### src/rtl/sram_bridge_pkg.sv
// Shared types and helpers for the two-port SRAM request/grant bridge.
// Holds width defaults, the port-index type and the SRAM window match.
package sram_bridge_pkg;

    localparam int ADDR_WIDTH_DEF = 13;
    localparam int DATA_WIDTH_DEF = 32;

    typedef enum logic {
        P_INSTR = 1'b0,
        P_DATA  = 1'b1
    } port_t;

    // True when the byte address falls inside the size-aligned window.
    function automatic logic in_window(
        input logic [31:0] addr,
        input logic [31:0] base,
        input int          aw
    );
        return (addr >> (aw + 2)) == (base >> (aw + 2));
    endfunction

endpackage

### src/rtl/sram_arb2.sv
// Two-requester arbiter: one-hot grant plus winner index.
// Ports: req_i, gnt_o, win_o (+ clk/rst_n with SRAM_ARB_RR_EN for round-robin).
module sram_arb2
    import sram_bridge_pkg::*;
(
`ifdef SRAM_ARB_RR_EN
    input  logic       clk,
    input  logic       rst_n,
`endif
    input  logic [1:0] req_i,
    output logic [1:0] gnt_o,
    output port_t      win_o
);

    logic  conflict;
    port_t hi;

    assign conflict = req_i[0] & req_i[1];

`ifdef SRAM_ARB_RR_EN
    port_t prio;

    // Hand priority to the loser only when both ports competed.
    always_ff @(posedge clk or negedge rst_n) begin
        if (!rst_n) begin
            prio <= P_INSTR;
        end else if (conflict) begin
            prio <= (win_o == P_INSTR) ? P_DATA : P_INSTR;
        end
    end

    assign hi = prio;
`else
    assign hi = P_INSTR;
`endif

    always_comb begin
        win_o = P_INSTR;
        gnt_o = 2'b00;
        unique case (1'b1)
            conflict:             win_o = hi;
            req_i[1] & ~req_i[0]: win_o = P_DATA;
            default:              win_o = P_INSTR;
        endcase
        if (|req_i) begin
            gnt_o = (win_o == P_DATA) ? 2'b10 : 2'b01;
        end
    end

endmodule

### src/rtl/sram_arb2_bridge.sv
// Arbitrates an instruction and a data port onto one single-port SRAM.
// Ports: p0_/p1_ req/gnt/addr/we/be/wdata/rvalid/rdata/err; sram_* pins.
// Define SRAM_ARB_RR_EN for round-robin, else port 0 has fixed priority.
module sram_arb2_bridge
    import sram_bridge_pkg::*;
#(
    parameter int          ADDR_WIDTH = ADDR_WIDTH_DEF,
    parameter int          DATA_WIDTH = DATA_WIDTH_DEF,
    parameter logic [31:0] BASE_ADDR  = 32'h0010_0000
) (
    input  logic                    clk,
    input  logic                    rst_n,
    input  logic                    p0_req_i,
    output logic                    p0_gnt_o,
    input  logic [31:0]             p0_addr_i,
    input  logic                    p0_we_i,
    input  logic [DATA_WIDTH/8-1:0] p0_be_i,
    input  logic [DATA_WIDTH-1:0]   p0_wdata_i,
    output logic                    p0_rvalid_o,
    output logic [DATA_WIDTH-1:0]   p0_rdata_o,
    output logic                    p0_err_o,
    input  logic                    p1_req_i,
    output logic                    p1_gnt_o,
    input  logic [31:0]             p1_addr_i,
    input  logic                    p1_we_i,
    input  logic [DATA_WIDTH/8-1:0] p1_be_i,
    input  logic [DATA_WIDTH-1:0]   p1_wdata_i,
    output logic                    p1_rvalid_o,
    output logic [DATA_WIDTH-1:0]   p1_rdata_o,
    output logic                    p1_err_o,
    output logic                    sram_cen_o,
    output logic                    sram_gwen_o,
    output logic [DATA_WIDTH/8-1:0] sram_ben_o,
    output logic [ADDR_WIDTH-1:0]   sram_a_o,
    output logic [DATA_WIDTH-1:0]   sram_d_o,
    input  logic [DATA_WIDTH-1:0]   sram_q_i
);

    localparam int BW = DATA_WIDTH / 8;

    logic [1:0]            req;
    logic [1:0]            gnt;
    port_t                 win;
    logic                  any_gnt;
    logic                  in_win;
    logic                  hit;
    logic [31:0]           sel_addr;
    logic                  sel_we;
    logic [BW-1:0]         sel_be;
    logic [DATA_WIDTH-1:0] sel_wdata;

    port_t                 owner;
    logic                  rvalid;
    logic                  is_read;
    logic                  err;

    assign req = {p1_req_i, p0_req_i};

    sram_arb2 u_arb (
`ifdef SRAM_ARB_RR_EN
        .clk   (clk),
        .rst_n (rst_n),
`endif
        .req_i (req),
        .gnt_o (gnt),
        .win_o (win)
    );

    assign p0_gnt_o = gnt[0];
    assign p1_gnt_o = gnt[1];
    assign any_gnt  = |gnt;

    // Winner defaults to port 0 when idle, so idle A/D track port 0.
    always_comb begin
        sel_addr  = p0_addr_i;
        sel_we    = p0_we_i;
        sel_be    = p0_be_i;
        sel_wdata = p0_wdata_i;
        if (win == P_DATA) begin
            sel_addr  = p1_addr_i;
            sel_we    = p1_we_i;
            sel_be    = p1_be_i;
            sel_wdata = p1_wdata_i;
        end
    end

    assign in_win = in_window(sel_addr, BASE_ADDR, ADDR_WIDTH);
    assign hit    = any_gnt & in_win;

    always_comb begin
        sram_cen_o  = 1'b1;
        sram_gwen_o = 1'b1;
        sram_ben_o  = '1;
        if (hit) begin
            sram_cen_o  = 1'b0;
            sram_gwen_o = ~sel_we;
            sram_ben_o  = sel_we ? ~sel_be : '0;
        end
    end

    assign sram_a_o = sel_addr[ADDR_WIDTH+1:2];
    assign sram_d_o = sel_wdata;

    always_ff @(posedge clk or negedge rst_n) begin
        if (!rst_n) begin
            rvalid  <= 1'b0;
            owner   <= P_INSTR;
            is_read <= 1'b0;
            err     <= 1'b0;
        end else begin
            rvalid <= any_gnt;
            if (any_gnt) begin
                owner   <= win;
                is_read <= ~sel_we;
                err     <= ~in_win;
            end
        end
    end

    assign p0_rvalid_o = rvalid && (owner == P_INSTR);
    assign p1_rvalid_o = rvalid && (owner == P_DATA);
    assign p0_err_o    = p0_rvalid_o && err;
    assign p1_err_o    = p1_rvalid_o && err;
    assign p0_rdata_o  = (p0_rvalid_o && is_read && !err) ? sram_q_i : '0;
    assign p1_rdata_o  = (p1_rvalid_o && is_read && !err) ? sram_q_i : '0;

endmodule

### config.mk
export PLATFORM = sky130hd
export DESIGN_NAME = sram_arb2_bridge
export DESIGN_NICKNAME = d
export VERILOG_FILES = /design/src/rtl/sram_bridge_pkg.sv /design/src/rtl/sram_arb2.sv /design/src/rtl/sram_arb2_bridge.sv
export SDC_FILE = /design/constraint.sdc
export NUM_CORES = 1
export LEC_CHECK = 0
export ABC_AREA = 1
export CORE_AREA = 2 2 116 118
export CTS_CLUSTER_SIZE = 10
export DETAILED_ROUTE_END_ITERATION = 7
export DIE_AREA = 0 0 118 120
export SETUP_SLACK_MARGIN = 0.3
export SLEW_MARGIN = 20
export SYNTH_ARGS = -nofsm -noshare
export SYNTH_HDL_FRONTEND = slang
export SYNTH_HIERARCHICAL = 1
export SYNTH_SLANG_ARGS = --single-unit
### constraint.sdc
create_clock -name clk -period 1.73 [get_ports clk]
set_input_delay 0.173 -clock clk [delete_from_list [all_inputs] [get_ports clk]]
set_output_delay 0.173 -clock clk [all_outputs]
set_load 0.01 [all_outputs]
==> out/metrics.cfg <==
[global_route]
grt_max_degree = 22
grt_first_pass_wirelength_mm = 17.32
track_usage = 0.1527
gr-total-overflow = 0
grt_pass1_vias = 3288
antenna_found_initial = 0

[die]
top_level_ports = 295
start_util = 0.1078
die_w_um = 118
fp.dieH_um = 120
rows = 42
core_sq_um = 12980
dieArea_sq_um = 14160

[min_path]
hold_class = input pin to async pin

[detailed_routing]
drt-vias-per-instance = 3.889
route.detailed.drc = 0
drt-total-wl_mm = 12.22
ant_nets = 0
first_iter_violations = 127
vias = 3193
wl_per_cell_um = 14.89
dr.pass1.iters = 4

[synthesis]
synth_warnings = 6
synthCells = 335
ys_seq_area_frac = 0.07156
synth_fp_nets = 509
postSynthAreaPerCell_sq_um = 4.176
netlist_area_sq_um = 1399
yosys_register_bits = 4
ys_types = 16

[clock_network]
cts_tree = done
cts-buffers-inserted = 3
clk_latency_ns = 0.22
clock_path_buffers = 2
clockRootBuffer = clkbuf_16
clock_sinks = 4
clk_pin_slew_ns = 0.03
cts_htree_levels = 1

[layout]
multi_input_area_sq_um = 1429
insertedDiodeCount = 0
fill_cells = 1374
drive_gt1_frac = 0.3442
fin_nets = 821
syn2layout_area_growth_pct = 270.8
regArea_sq_um = 100.1

[sta]
grt_setup_unrepaired = yes
worst_slack_ns = 0.1593
finalCritPeriodShare = 0.9079
slew_headroom = 0.8348
period_needed_ns = 1.571
setup_viol = 0
worst_pin_slew_ns = 0.2477
finalClockSkew_ns = 0
fmax_mhz = 636.6
drv_slew = 0
hold_slack_ns = 0.1550
finalHoldViolCount = 0

[power]
leakage_nw = 2.610
powerDensity_nw_per_um2 = 265.2
p_total_mw = 1.376
ir_drop_uv = 292.5

[critical_path]
path_class = flop to output pin
arrival_ns = 1.40
cp-end-kind = output pin
worst-r2r-cell-count = 4
start_kind = flop
worst-path-max-fanout = 8
critPathRequiredTime_ns = 1.56

[job]
drv_cap = 0

[place]
pre_cts_ws_ns = -0.4934
io_buffer_count = 290
dp.final_hpwl_mm = 9.383
routabilityCongestion = 0.7657

[run_status]
status = completed

==> stage by stage <==
step / setup TNS, ns / cells / instance area [sq um] / utilization
after floorplan: 0 / 335 / 1399 / -
after global placement: -18.11 / 801 / 4624 / 0.3563
after detailed placement: -19.38 / 801 / 4624 / 0.3563
after CTS: 0 / 817 / 4977 / 0.3835
after global routing: 0 / 821 / 5187 / 0.3997
final: 0 / 821 / 5187 / 0.3997
==> cells by family (layout without fill, tap and decap cells) <==
kind of cell,after synthesis,after routing,synth area share
flip-flops,4,4,0.07156
buffers and inverters,63,373,0.1860
AO/OA/AOI/OAI,4,4,0.01699
AND/OR/NAND/NOR,264,264,0.7254
==> area by class of cell <==
cell class | count | share of cell area
clock buffers | 3 | 0.01447
inverters | 44 | 0.03232
multi-input cells | 268 | 0.2754
flip-flops and latches | 4 | 0.01930
well taps | 176 | 0.04245
repair buffers | 326 | 0.6160
==> power breakdown <==
| group | leakage, nW | total, mW | switching (mW) | internal (mW) |
|---|---|---|---|---|
| Sequential | 0.0446 | 0.109 | 0.00884 | 0.100 |
| Combinational | 2.53 | 0.911 | 0.370 | 0.541 |
| Clock | 0.0370 | 0.355 | 0.0602 | 0.295 |
==> routing by layer <==
layer	routed length [um]	track usage	vias up
li1	-	-	1590
met1	4406	0.1547	1399
met2	6928	0.3216	198
met3	840	0.03565	6
met4	48	0.01431	0
met5	0	0	-
==> synthesized netlist by cell type <==
cell type / instances / area (sq um)
buf_4: 1 / 7.510
a21oi_1: 1 / 5.000
a21oi_2: 1 / 8.760
o21ai_0: 2 / 10.01
or2_1: 1 / 6.260
nand2_2: 1 / 6.260
nand3_1: 13 / 65.06
inv_2: 1 / 3.750
buf_2: 10 / 50.05
clkbuf_1: 7 / 26.28
dfrtp_1: 4 / 100.1
inv_1: 43 / 161.4
nor2_1: 88 / 330.3
nand2_1: 160 / 600.6
nor2_2: 1 / 6.260
buf_6: 1 / 11.26
==> placed cells by master (no fill, tap or decap), types with 9 or more instances in the layout <==
cell type,netlist,layout
dlygate4sd2_1,0,35
clkbuf_2,0,9
nor2_2,1,23
clkdlybuf4s15_1,0,11
buf_6,1,43
buf_4,1,17
buf_2,10,46
nand2_1,160,155
nor2_4,0,33
clkdlybuf4s50_1,0,138
clkdlybuf4s15_2,0,10
inv_1,43,38
nor2_1,88,33
==> sequential cells by signal, summed over array words and instances (netlist names) <==
| signal | count |
|---|---|
| err | 1 |
| is_read | 1 |
| owner | 1 |
| rvalid | 1 |
==> worst max-delay path: stages, from the launching register on <==
cell and delay (ns):
dfrtp_1 0.39, inv_1 0.07, nand2_2 0.05, inv_2 0.07, nand3_4 0.14, clkbuf_16 0.23
nor2_2 0.08, buf_2 0.14
==> final timing paths <==
kind	from	to	slack, ns
max in group asynchronous	rst_n	is_read$_DFFE_PN0N_	1.41
min in group clk	p0_req_i	owner$_DFFE_PN0N_	0.42
worst min register to register	err$_DFFE_PN0N_	err$_DFFE_PN0N_	0.55
worst max register to register	owner$_DFFE_PN0N_	owner$_DFFE_PN0N_	0.84
worst min-delay path	rst_n	owner$_DFFE_PN0N_	0.15
worst max-delay path	owner$_DFFE_PN0N_	p0_rdata_o[20]	0.16
==> what timing repair did <==
item,CTS,global route
setup buffers,7,0
setup endpoints to repair,122,102
hold buffers,0,0
gates resized for setup,381,235
cloned,6,4
pin swaps,39,11
No activity file was read; power rests on OpenSTA's default activity.
